$ cat src/rtl/hazard_stall_ctrl.sv
// rtl/hazard_stall_ctrl.sv - ID/EX hazard, flush and mult/div busy sequencing controller
module hazard_stall_ctrl #(
    parameter int MUL_LAT = 4,
    parameter int DIV_LAT = 16,
    parameter int CNT_W   = 5,
    parameter int PERF_W  = 16
) (
    input  logic              clk,
    input  logic              rst,
    input  logic [4:0]        id_rs,
    input  logic [4:0]        id_rt,
    input  logic              id_uses_rs,
    input  logic              id_uses_rt,
    input  logic              id_uses_hilo,
    input  logic              id_md_start,
    input  logic              id_md_is_div,
    input  logic [4:0]        ex_rd,
    input  logic              ex_memread,
    input  logic              ex_br_taken,
    output logic              pc_en,
    output logic              ifid_en,
    output logic              ifid_flush,
    output logic              idex_bubble,
    output logic              md_busy,
    output logic              md_done,
    output logic [PERF_W-1:0] stall_cnt
);

    typedef enum logic {IDLE, BUSY} state_t;

    localparam logic [CNT_W-1:0] MUL_INIT = CNT_W'(MUL_LAT - 1);
    localparam logic [CNT_W-1:0] DIV_INIT = CNT_W'(DIV_LAT - 1);

    state_t           state;
    logic [CNT_W-1:0] cnt;
    logic             load_use;
    logic             md_haz;
    logic             stall;
    logic             issue;

    // Register $0 is hardwired, so a load targeting it never creates a dependency.
    assign load_use = ex_memread && (ex_rd != 5'd0) &&
                      ((id_uses_rs && (id_rs == ex_rd)) || (id_uses_rt && (id_rt == ex_rd)));
    assign md_haz   = (state == BUSY) && (id_uses_hilo || id_md_start);
    assign stall    = (load_use || md_haz) && !ex_br_taken;
    assign issue    = (state == IDLE) && id_md_start && !stall && !ex_br_taken;

    assign md_busy  = (state == BUSY);
    assign md_done  = (state == BUSY) && (cnt == '0);

    always_comb begin
        pc_en       = 1'b1;
        ifid_en     = 1'b1;
        ifid_flush  = 1'b0;
        idex_bubble = 1'b0;
        if (ex_br_taken) begin
            ifid_flush  = 1'b1;
            idex_bubble = 1'b1;
        end else if (stall) begin
            pc_en       = 1'b0;
            ifid_en     = 1'b0;
            idex_bubble = 1'b1;
        end
    end

    always_ff @(posedge clk) begin
        if (rst) begin
            state     <= IDLE;
            cnt       <= '0;
            stall_cnt <= '0;
        end else begin
            case (state)
                IDLE: begin
                    if (issue) begin
                        state <= BUSY;
                        cnt   <= id_md_is_div ? DIV_INIT : MUL_INIT;
                    end
                end
                BUSY: begin
                    // A taken branch does not abort: the op already left ID.
                    if (cnt == '0) begin
                        state <= IDLE;
                    end else begin
                        cnt <= cnt - 1'b1;
                    end
                end
                default: state <= IDLE;
            endcase
            if (!pc_en && (stall_cnt != '1)) begin
                stall_cnt <= stall_cnt + 1'b1;
            end
        end
    end

endmodule

$ cat config.mk
export PLATFORM = sky130hd
export DESIGN_NAME = hazard_stall_ctrl
export DESIGN_NICKNAME = d
export VERILOG_FILES = /design/src/rtl/hazard_stall_ctrl.sv
export SDC_FILE = /design/constraint.sdc
export NUM_CORES = 1
export LEC_CHECK = 0
export CORE_ASPECT_RATIO = 1.5
export CORE_UTILIZATION = 45
export DETAILED_ROUTE_END_ITERATION = 10
export PLACE_DENSITY = 0.89
export SLEW_MARGIN = 10
export SYNTH_ARGS = -nofsm -noshare
export SYNTH_HDL_FRONTEND = slang
export SYNTH_SLANG_ARGS = --single-unit
$ cat constraint.sdc
create_clock -name clk -period 6 [get_ports clk]
set_input_delay 1.5 -clock clk [delete_from_list [all_inputs] [get_ports clk]]
set_output_delay 1.5 -clock clk [all_outputs]
set_load 0.05 [all_outputs]
### Word-level counts from Yosys, hierarchy flattened

Cells that the tools add are included.

* eq/ne operators: 5
* reductions and logical operators: 20
* muxes and demuxes: 12
* bitwise logic cells: 1
* $add $sub $neg: 2

Operator list (number)
* $add 16x1->16 const B: 1
* $ne 16x16->1 const B: 1
* $logic_and 1x1->1: 11
* $eq 5x5->1: 2
* $mux 5: 2
* $pmux 5 s2: 1
* $mux 1: 7
* $logic_not 5->1: 1
* $reduce_bool 5->1: 1
* $sub 5x1->5 const B: 1
* $mux 4: 1
* $ne 2x2->1 const B: 2
* $logic_not 1->1: 3
* $logic_or 1x1->1: 3
* $pmux 1 s2: 1
* $reduce_and 2->1: 1
* $not 1->1: 1

* flip-flop bits (word level): 22
* output and inout bits: 22
* logic and storage cells: 43

### Depth between registers and ports, before layout

Gate-level depths: netlist of run 1.

* word-level depth: 11
* mapped depth: 10
* depth with buffers taken out: 7

### Worst setup path after synthesis of run 1

OpenSTA, ideal clock, no wires.

* path type: input port to output port
* start: in ex_rd[1]
* end: out pc_en
* cell stages on the path: 9
* data arrival time: 3049 ps
* setup slack: 1451 ps
* required time: 4500 ps
* path through: or4_1 o21ai_1 nor2_1 a21o_1 buf_6 inv_6 buf_12 buf_12 buf_4

* longest elaborated chain between the ends: 8

RTL lines
* from (decl): line 17 `input logic [4:0] ex_rd,`
* $eq 5x5->1: line 43 `((id_uses_rs && (id_rs == ex_rd)) || (id_uses_rt && (id_rt == ex_rd)));`
* $logic_and 1x1->1: line 43
* $logic_or 1x1->1: line 43
* $logic_and 1x1->1 (*): line 42 `assign load_use = ex_memread && (ex_rd != 5'd0) &&`
* $logic_or 1x1->1 (*): line 45 `assign stall = (load_use || md_haz) && !ex_br_taken;`
* $logic_and 1x1->1 (*): line 45
* $mux 1 (*) (2 in series)
* to (decl): line 20 `output logic pc_en,`

Mark *: on every way between the ends. The rest lies on a longest branch, timed or not.

### Worst setup path after layout of run 1

* start: in ex_rd[1]
* end: out pc_en

* longest elaborated chain between the ends: 8

RTL lines
* $eq 5x5->1: line 43
* $logic_and 1x1->1: line 43
* $logic_or 1x1->1: line 43
* $logic_and 1x1->1 (*): line 42
* $logic_or 1x1->1 (*): line 45
* $logic_and 1x1->1 (*): line 45
* $mux 1 (*): line 59 `end else if (stall) begin`
* $mux 1 (*): line 56 `if (ex_br_taken) begin`

Marked as above.

==> results.md, run 1 <==
* Outcome: completed
* Slowest CP cell: clkdlybuf4s50_1
* Setup Crit Path Kind: in -> out
* GRT overflow at 0
* Pwr per Cell Area at 171.9 mW/mm^2
* Leak Pwr at around 0.59 nW
* Crit. Startpoint: ex_rd[1]
* Fin area at 0.001834 mm^2
* Die W at about 47 um
* CP bufs+invs at 3
* Total wire length at 2926 um
* Fillers at 271
* Netlist cell types at 38
* Initial Util at 47.08%
* Final weighted congestion of routability-driven global placement at 0.8532
* Slew @ Worst Pin at 0.9251 ns
* Met2 GRT Util at 37.81%
* GRT Max-Usage Layer: met2
* Final Skew at 0.004862 ns
* Unrepaired setup endpoints after global routing: no
* Crit-path max FO at 23
* Most numerous cell on the critical path: clkdlybuf4s50_1
* Synthesized net count at 198
* Worst-Skew Late Latency at 0.25 ns
* Critical R2R Launch: cnt[0]
* Setup crit start kind: input pin
* CP top delay family: buffers and inverters
* Max-slew violations at 0
* CTS Buf Count at 3
* Mapped Area at 0.001371 mm^2
* Share of layout cells above drive strength 1 at under 10%
* CP Cell Sequence: clkdlybuf4s50_1 > or4_1 > o21ai_1 > nor2_1 > a21o_1 > inv_6 > clkdlybuf4s50_1
* Post-synth top area cell: dfxtp_1
* Post-CTS setup repair buffer count at 0
* Average vias per placed instance at 5.564
* PortBufs at 45
* Hold_sp: stall_cnt[1]
* Cells after Synth at 171
* CORE AREA at 0.002913 mm^2
* CTS Hold Bufs at 0
* CP arrival at 4.10 ns
* Fin crit share at 93.32%
* Initial antenna violation count at 0
* Max IR drop VDD at 114.1 uV
* DRT Pass-1 Iters at 4
* Synth Flop Type: dfxtp_1
* H-tree depth at 1
* Multi-input logic area at roughly 820 um^2
* Antenna-violating nets left at 0
* Setup Total Neg Slack at 0 ns
* CTS clock-pin slew for the worst setup and hold paths at 0.07 ns
* Syn-to-layout area delta at 33.76%
* Slew headroom at 38.13%
* Clock sinks at 22
* Ys async rst share at 0%
* CTS tree: done
* Min-delay worst type: reg -> reg
* Routing usage on met3 at under 10%
* Slowest stage delay, CP at 0.82 ns
* Met1 Resource Use GR at 20.78%
* # DRC at 0
* NumNets Final at between 200 and 250
* IO Count at 46
* Die Y-Extent at between 60 and 70 um
* Max-cap violations at 0
* Number of synthesized flops with an enable pin at 0
* Reg area at 440.4 um^2
* Period minus WS final at 5.599 ns
* Total global-route track usage at 20.47%
* First-iteration detailed-routing DRC count at 17
* N_diodes at 0
* Critical path endpoint category: output pin
* First-pass GRT wire length at between 5000 and 6000 um
* Placed Area at 0.001793 mm^2
* FP Rows at 24
* CTS Buffer Depth at 2
* HPWL after DPL at 2375 um
* Max Fclk at roughly 0.18 GHz
* YS warnings at 0
* Die footprint at 0.003277 mm^2
* Synth Register Bits at 22
* Largest net degree at the start of global routing at 28
* Vias in the first global route at 1345
* Fraction of the yosys area taken by sequential cells at 32.12%
* Critical Path RT at roughly 4.5 ns
* Final Hold Viols at 0
* Synth Area per Inst at roughly 8 um^2
* Area share of the largest cell type after synthesis at 32.12%
* Clock root buffer: clkbuf_8
* Vias at 1391
* Wire per inst at 11.70 um
* Largest cells by area after synthesis: dfxtp_1 32%, xnor2_1 6.4%, a21oi_1 5.5%
* Post-CTS resize count at 0
* Setup violators final at 0
-- cells in the mapped netlist (all sizes together), types with 5 or more instances --
master and number:
dfxtp 22, a21oi 16, nand2 15, nor2 12, o21ai 12, xnor2 10
inv 8, nand3 7, o31ai 7, or4 6, buf 5, or3 5
-- state kept, by name (all words and copies together) (netlist names) --
signal / flops
stall_cnt: 16
cnt: 5
md_busy: 1
-- power breakdown --
part / internal [W] / switching [W]
logic: 0.0000345 / 0.0000392
clock network: 0.0000447 / 0.0000422
registers: 0.000150 / 0.00000417
total: 0.000230 / 0.0000856
-- logic make-up after synthesis --
logic type / count (synthesis) / synth area share, %
multiplexers: 1 / 0.8211
AND/OR/NAND/NOR: 74 / 29.83
adder cells (fa/ha/maj): 3 / 2.738
buffers and inverters: 16 / 8.212
AO/OA/AOI/OAI: 45 / 19.89
flip-flops: 22 / 32.12
XOR/XNOR: 10 / 6.387
-- cell usage in the layout, fill, tap and decap left out, types with 4 or more instances in the layout --
cell type / instances
o21ai_1: 8
a21oi_1: 15
nand2_1: 15
nor3_1: 4
nand3_1: 7
or4_1: 6
or3_1: 5
inv_1: 7
o31ai_1: 7
xnor2_1: 10
clkdlybuf4s50_1: 45
nand4_1: 4
and3_1: 4
o21ai_0: 4
nand2b_1: 4
nor2_1: 12
nor2b_1: 4
dfxtp_1: 22
-- through the flow --
stage	utilization (%)	setup WS, ns	instances	hold slack [ns]	total power, W
3_5_place_dp	61.56	0.3906	247	0.4968	0.0002320
4_1_cts	62.97	0.3930	250	0.5113	0.0003194
3_3_place_gp	61.56	0.4363	247	0.4805	0.0002307
5_1_grt	62.97	0.2779	250	0.5389	0.0003327
2_1_floorplan	-	1.451	171	0.4657	0.0002063
6_report	62.97	0.4007	250	0.5074	0.0003152
-- final timing paths --
check / end / slack (ns) / cells past startpoint
max: pc_en / 0.40 / 7
min: stall_cnt[1] / 0.51 / 2
max reg2reg: cnt[1] / 3.86 / 6
min reg2reg: stall_cnt[1] / 0.51 / 2
-- worst min-delay path, delay by kind of cell, from the launching register on --
family / cells / cell delay [ns]
flops: 1 / 0.34
simple gates: 1 / 0.08
compound gates: 1 / 0.05
-- layer usage --
| layer | vias up | wire (um) |
|---|---|---|
| met1 | 634 | 1162 |
| met4 | 0 | 60 |
| li1 | 707 | - |
| met2 | 44 | 1593 |
| met5 | - | 0 |
| met3 | 6 | 109 |
-- cell type report --
class | count | area share, %
multi-input cells | 133 | 44.61
repair buffers | 45 | 24.56
flip-flops and latches | 22 | 24.01
well taps | 39 | 2.660
clock buffers | 3 | 2.251
inverters | 8 | 1.910
No activity file was read; power rests on OpenSTA's default activity.
==> inputs of run 2 (changes only) <==
--- a/config.mk
+++ b/config.mk
@@ -7,6 +7,7 @@
 export LEC_CHECK = 0
 export CORE_ASPECT_RATIO = 1.5
 export CORE_UTILIZATION = 45
+export CTS_BUF_LIST = sky130_fd_sc_hd__clkbuf_4
 export DETAILED_ROUTE_END_ITERATION = 10
 export PLACE_DENSITY = 0.89
 export SLEW_MARGIN = 10
==> run 2 against run 1 <==
Non-clock buffer count unchanged. Via count is 0.29% higher. Global-route usage decreased by 0.099 points. Die area is the same. Highest routed layer unchanged. Clock power down 26%. First-iteration DRC count grew 100%. Maximum frequency is essentially flat. Critical path depth unchanged. Flip-flop and latch count unchanged. Combinational power about the same. Clock skew is 0.0032 ns higher. Final cell count unchanged.
==> results.md, run 2 (synthesis results as in run 1) <==
* PortBufs at 45 (unchanged)
* Clock sinks at 22 (unchanged)
* Comb power frac at 25.2% (+1.8 points)
* IO Count at 46 (unchanged)
* Clock power frac at 21.9% (-5.7 points)
* Register with the most flip-flops: stall_cnt
* Die footprint at 0.003277 mm^2 (unchanged)
* Final cell count without fillers at 250 (unchanged)
* Placed Area at 0.001793 mm^2 (unchanged)
* # DRC at 0 (unchanged)
* Worst-Skew Late Latency at 0.30 ns (+0.05 ns)
* Share of layout cells above drive strength 1 at 3.318% (unchanged)
* Pwr per Cell Area at 161.0 mW/mm^2 (-6.3%)
* Most frequent cells in the layout: 45 x clkdlybuf4s50_1, 22 x dfxtp_1, 15 x nand2_1, 15 x a21oi_1, 12 x nor2_1
* Final Skew at 0.008076 ns (+0.003214 ns)
* NumNets Final at 240 (unchanged)
* Setup Total Neg Slack at 0 ns (unchanged)
* CP arrival at 4.10 ns (about the same)
* First-iteration detailed-routing DRC count at 34 (+17)
* CTS Hold Bufs at 0 (unchanged)
* Outcome: completed
* Hold slack at 0.5135 ns (+0.006125 ns)
* Period minus WS final at 5.602 ns (+0.002286 ns)
* CP top delay family: buffers and inverters
* N_diodes at 0 (unchanged)
* CTS Buf Count at 3 (unchanged)
* CP bufs+invs at 3 (unchanged)
* Sw power at 0.00008389 W (-2.0%)
* Setup crit start kind: input pin
* Max Fclk at 0.1785 GHz (about the same)
* CP Cell Sequence: clkdlybuf4s50_1 > or4_1 > o21ai_1 > nor2_1 > a21o_1 > inv_6 > clkdlybuf4s50_1
* Max IR drop VDD at 107.3 uV (-5.9%)
* H-tree depth at 1 (unchanged)
* GRT overflow at 0 (unchanged)
* Vias in the first global route at 1343 (-0.15%)
* Fin area at 0.001815 mm^2 (-1.0%)
* CTS clock-pin slew for the worst setup and hold paths at 0.12 ns (+0.05 ns)
* Average vias per placed instance at 5.580 (+0.29%)
* DRT Pass-1 Iters at 4 (unchanged)
* Initial antenna violation count at 0 (unchanged)
* Fillers at 278 (+2.6%)
* Max-cap violations at 0 (unchanged)
* Commonest non-fill, non-tap cell in the layout: clkdlybuf4s50_1
* Placed insts at 247 (unchanged)
* Min-delay worst type: reg -> reg
* Syn-to-layout area delta at 32.39%
* Total wire length at 2945 um (+0.65%)
* Vias at 1395 (+0.29%)
* FP Rows at 24 (unchanged)
* Antenna-violating nets left at 0 (unchanged)
* Total global-route track usage at 20.37% (-0.099 points)
* Unrepaired setup endpoints after global routing: no
* CORE AREA at 0.002913 mm^2 (unchanged)
* Leak Pwr at 0.5866 nW (-1.3%)
* Max-slew violations at 0 (unchanged)
* Critical Path RT at 4.50 ns (about the same)
* Post-layout util at 62.33% (-0.64 points)
* Final weighted congestion of routability-driven global placement at 0.8532 (unchanged)
* Post-CTS resize count at 0 (unchanged)
* Sw Ratio at 28.70% (+1.5 points)
* Most numerous cell on the critical path: clkdlybuf4s50_1
* Setup violators final at 0 (unchanged)
* Fin crit share at 93.36% (about the same)
* Initial Util at 47.08% (unchanged)
* Slowest stage delay, CP at 0.82 ns (about the same)
* Setup Crit Path Kind: in -> out
* CTS tree: done
* Final Hold Viols at 0 (unchanged)
* Slew headroom at 37.96% (-0.17 points)
* Slew @ Worst Pin at 0.9276 ns (+0.002497 ns)
* First-pass GRT wire length at 5078 um (unchanged)
* Sequential share of power at 52.9% (+3.8 points)
* Max reg flops at 16 (unchanged)
* Slowest CP cell: clkdlybuf4s50_1
* Wire per inst at 11.78 um (+0.65%)
* Cell Int Power at 0.0002084 W (-9.2%)
* CTS Buffer Depth at 2 (unchanged)
* HPWL after DPL at 2375 um (unchanged)
* Crit-path max FO at 23 (unchanged)
* Largest net degree at the start of global routing at 28 (unchanged)
* Die W at 47.08 um (unchanged)
* Critical path endpoint category: output pin
* Clock root buffer: clkbuf_4
* Die Y-Extent at 69.61 um (unchanged)
* Post-CTS setup repair buffer count at 0 (unchanged)
==> run 2: changes by cell type in the layout (fill, tap and decap cells not counted) <==
| cell | previous run | this run |
|---|---|---|
| clkbuf_4 | 0 | 3 |
| clkbuf_8 | 3 | 0 |
==> run 2: path summary, 6_finish.rpt <==
check	from	endpoint	slack, ns	cells after the start
setup reg to reg	stall_cnt[0]	stall_cnt[10]	3.87	6
hold reg to reg	stall_cnt[1]	stall_cnt[1]	0.51	2
hold / removal	stall_cnt[1]	stall_cnt[1]	0.51	2
setup / recovery	ex_rd[1]	pc_en	0.40	7
==> run 2: worst min-delay path: stages, from the launching register on <==
cell	delay, ns
dfxtp_1	0.36
nand2b_1	0.08
o21ai_1	0.05
==> run 2: area by class of cell <==
type,instances,area [um^2],area share [%]
Clock buffer,3,22.52,1.241
Inverter,8,35.03,1.930
Multi-Input combinational cell,133,818.3,45.07
Sequential cell,22,440.4,24.26
Tap cell,39,48.80,2.688
Timing Repair Buffer,45,450.4,24.81
==> run 2: power groups by stage <==
stage | clock [W] | combinational (W) | sequential (W)
final | 0.0000639 | 0.0000737 | 0.000155
after global routing | 0.0000723 | 0.0000807 | 0.000155
after CTS | 0.0000674 | 0.0000742 | 0.000155
after detailed placement | 0 | 0.0000740 | 0.000158
after global placement | 0 | 0.0000728 | 0.000158
after floorplan | 0 | 0.0000458 | 0.000161
==> run 2: per-layer routing <==
layer	vias to the layer above	wire [um]	GRT usage, %
met3	4	107	1.823
met1	641	1170	21.10
met5	-	0	0
li1	706	-	-
met2	44	1619	37.65
met4	0	47	9.206
==> run 2: stage by stage <==
stage,total power (W),worst slack [ns]
2_1_floorplan,0.0002063,1.451
3_3_place_gp,0.0002307,0.4363
3_5_place_dp,0.0002320,0.3906
6_report,0.0002923,0.3984
5_1_grt,0.0003084,0.2776
4_1_cts,0.0002962,0.3933
==> RTL change 1 (config.mk and constraints of run 1) <==
The parameter `PERF_W` goes from 16 to 20.
--- a/src/rtl/hazard_stall_ctrl.sv
+++ b/src/rtl/hazard_stall_ctrl.sv
@@ -4,5 +4,5 @@
     parameter int DIV_LAT = 16,
     parameter int CNT_W   = 5,
-    parameter int PERF_W  = 16
+    parameter int PERF_W  = 20
 ) (
     input  logic              clk,
Interface: changed (resized stall_cnt); port bits go from 46 to 50. No check against the original RTL was run, so the function may have changed too.
==> RTL change 1 against run 1 <==
- final area increased by 14%
- synthesized cell count increased by 5.8%
- sequential cell count increased by 4
- worst setup slack improved by 0.19 ns
- combinational power increased by 7.1%
- synthesized area increased by 11%
- power increased by 28%
- count of clock-buffer cells in the layout unchanged
- clock skew decreased by 0.0031 ns
- routed wire length increased by 24%
==> RTL change 1: results <==
export IMPL_outcome="finished clean"
export IMPL_p_int_w=0.000303
export IMPL_synth_area_mux_share_pct=2.22
export IMPL_final_util_pct=65.4
export IMPL_p_leak_nw=0.768
export IMPL_worst_pin_slew_ns=1.02
export IMPL_r2r_start="stall_cnt[9]"
export IMPL_fillers=299
export IMPL_met1_length_um=1350
export IMPL_vdd_drop_max_mv=0.159
export IMPL_synth_compound_gate_area_share_pct=11.5
export IMPL_largest_reg_flops=20
export IMPL_clkCellAreaFrac_pct=3.42
export IMPL_num_vias=1439
export IMPL_hpwl_um=2760
export IMPL_portBuffers=49
export IMPL_power_switching_w=0.000101
export IMPL_worstSkewPairLatency_ns=0.27
export IMPL_drt_iter0_markers=38
export IMPL_crit_start="ex_rd[2]"
export IMPL_gp_congestion=0.804
export IMPL_synth_commonest_cells="dfxtp_1 (26), nor2_1 (22), nand2_1 (15)"
export IMPL_fin_skew_ns=0.00173
export IMPL_crit_arrival_ns=3.91
export IMPL_met3_length_um=223
export IMPL_clk_pin_slew_ns=0.09
export IMPL_hold_start="cnt[4]"
export IMPL_grt_max_degree=30
export IMPL_num_multi_input_gates=140
export IMPL_n_all_buffers=49
export IMPL_dr_wl_met2_um=2010
export IMPL_yosys_area_share_xor_xnor_pct=13.8
## RTL change 1: final timing paths
path         slack, ns            end  cells past startpoint
max               0.59        ifid_en                      6
min               0.49         cnt[4]                      2
max reg2reg       3.83  stall_cnt[15]                      7
min reg2reg       0.49         cnt[4]                      2
## RTL change 1: per-layer routing
layer	up-vias	global-route usage (%)
met5	-	0
met4	0	8.25
met3	4	3.93
met2	39	42.9
met1	676	19.5
li1	720	-
## RTL change 1: worst max-delay path, delay by kind of cell
kind | cells | cell delay (ns)
buffers and inverters | 2 | 1.28
AND/OR/NAND/NOR | 2 | 0.64
AO/OA/AOI/OAI | 2 | 0.50
## RTL change 1: cells by family (layout without fill, tap and decap cells)
logic type	count (synthesis)	count (layout)
flops	26	26
compound gates	23	23
xor+xnor	24	24
simple gates	87	87
mux	3	3
buf+inv	15	60
fa+ha+maj	3	3
==> RTL change 2 (config.mk and constraints of run 1) <==
Without the edit above. Make the reset (`rst`) asynchronous in one clocked block.
--- a/src/rtl/hazard_stall_ctrl.sv
+++ b/src/rtl/hazard_stall_ctrl.sv
@@ -64,5 +64,5 @@
     end
 
-    always_ff @(posedge clk) begin
+    always_ff @(posedge clk or posedge rst) begin
         if (rst) begin
             state     <= IDLE;
Check against the original RTL: differs if rst is asserted again (counterexample within 4 cycles, from zero or initial values and one cycle with rst high); with rst held inactive, the same outputs for 10 cycles.
==> RTL change 2 against run 1 <==
- the flow now finishes with violations (DRC)
- synthesized cell count shrank 23%
- sequential cell count is the same
- fmax grew 7.3%
- die area shrank 0.80%
- final area grew 2.2%
- register-to-register slack gained 0.09 ns
- worst setup slack gained 0.38 ns
- synthesized area shrank 0.82%
- routed wire length grew 9.2%
- critical path type unchanged
- highest routed layer unchanged
Power is not compared: it rests on default switching activity, and its combinational part moved more than twofold at a synthesized area within 25%.
==> RTL change 2: results <==
export IMPL_outcome="finished with violations"
export IMPL_violations="DRC"
export IMPL_fillers=249
export IMPL_yosys_warnings=0
export IMPL_gp_congestion=0.857
export IMPL_fin_skew_ns=0.00313
export IMPL_hp_class="register to register"
export IMPL_worst_pin_slew_ns=0.804
export IMPL_worstSkewPairLatency_ns=0.26
export IMPL_yosysTopAreaCellShare_pct=40.5
export IMPL_clk_pin_slew_ns=0.08
export IMPL_hpwl_um=2450
export IMPL_drt_pass1_iter_count=7
export IMPL_grt_pass1_vias=1138
export IMPL_insertedDiodeCount=0
export IMPL_synth_seq_area_share_pct=40.5
export IMPL_drt_iter0_markers=22
export IMPL_drv_slew=0
export IMPL_ys_top_cells_by_area="dfrtp_1 (40%), xor2_1 (9.7%), xnor2_1 (6.4%), nor4_2 (4.6%), nand2_1 (3.0%)"
export IMPL_grt_max_degree=23
export IMPL_antenna_found_initial=0
export IMPL_grt_pass1_wl_um=4870
export IMPL_portBuffers=45
export IMPL_detailedPlace_worstSlack_ns=0.804
export IMPL_grtUsageTotal_pct=20.0
export IMPL_synth_commonest_cells="dfrtp_1 (22), xor2_1 (15), nand2_1 (11)"
export IMPL_num_vias=1155
export IMPL_largest_reg_flops=16
export IMPL_cts_resized=0
export IMPL_async_flop_share_pct=100
export IMPL_wirelength_um=3200
export IMPL_drive_above_1_share_pct=13.7
export IMPL_htreeDepth=1
export IMPL_p_leak_nw=0.783
export IMPL_numCtsBuffers=3
export IMPL_synth_nets=158
export IMPL_regMostFlops="stall_cnt"
export IMPL_max_clock_path_buffers=2
export IMPL_finalNonFillerCells=214
export IMPL_cp_max_fo=3
export IMPL_finalNetCount=203
export IMPL_ys_types=36
export IMPL_cts_root_buffer="clkbuf_8"
export IMPL_synth_area_leader_cell="dfrtp_1"
export IMPL_vdd_drop_max_mv=0.346
export IMPL_synth_cells=131
export IMPL_drc=1
## RTL change 2: changes by cell type in the layout (fill, tap and decap cells not counted), moves of 5 or more
| cell | change |
|---|---|
| a21oi_1 | -14 |
| dfrtp_1 | +22 |
| dfxtp_1 | -22 |
| nor2_1 | -10 |
| nor4_1 | +6 |
| o21ai_1 | -8 |
| o31ai_1 | -6 |
| or4_1 | -5 |
| xor2_1 | +15 |
## RTL change 2: report_power, final
part / switching (W) / leakage, nW / total, W / internal [W]
Clock: 0.0000456 / 0.0288 / 0.000104 / 0.0000584
Combinational: 0.000209 / 0.469 / 0.000341 / 0.000132
Sequential: 0.0000439 / 0.285 / 0.000232 / 0.000188
## RTL change 2: critical path, stage by stage
cell and delay (ns):
clkdlybuf4s50_1 0.47, or4_1 0.56, o21a_1 0.24, a21oi_4 0.18
nand2b_1 0.08, clkdlybuf4s50_1 0.70
## RTL change 2: cells by family after synthesis
group	count (synthesis)	synth area share, %
compound gates	13	7.36
buf+inv	10	4.51
flops	22	40.5
simple gates	56	27.1
mux	2	1.66
xor+xnor	25	16.1
fa+ha+maj	3	2.76
## RTL change 2: layout make-up
type / count / share of cell area [%]
multi-input cells: 99 / 39.9
flip-flops and latches: 22 / 29.4
repair buffers: 47 / 24.6
clock buffers: 4 / 2.94
well taps: 39 / 2.60
inverters: 3 / 0.601
## RTL change 2: final timing paths
path | slack, ns | cells past startpoint | start | to
worst max-delay path | 0.78 | 6 | ex_rd[1] | idex_bubble
worst min-delay path | 0.50 | 1 | stall_cnt[15] | stall_cnt[15]
worst max register to register | 3.95 | 6 | stall_cnt[0] | stall_cnt[15]
worst min register to register | 0.50 | 1 | stall_cnt[15] | stall_cnt[15]
max in group asynchronous | 3.81 | 2 | rst | stall_cnt[12]
min in group asynchronous | 1.69 | 2 | rst | stall_cnt[4]
## RTL change 2: stage by stage
| stage | area, sq um | hold slack, ns |
|---|---|---|
| 6_report | 1870 | 0.504 |
| 5_1_grt | 1870 | 0.524 |
| 4_1_cts | 1870 | 0.507 |
| 3_5_place_dp | 1820 | 0.493 |
| 3_3_place_gp | 1820 | 0.473 |
| 2_1_floorplan | 1360 | 0.498 |
## RTL change 2: per-layer routing
metal / wire length (um) / vias up / part of all wire (%) / global-route usage [%]
li1: - / 557 / - / -
met5: 0 / - / 0 / 0
met2: 1690 / 44 / 53 / 36.9
met1: 1240 / 552 / 39 / 22.4
met3: 252 / 2 / 7.9 / 3.13
met4: 12 / 0 / 0.38 / 4.44
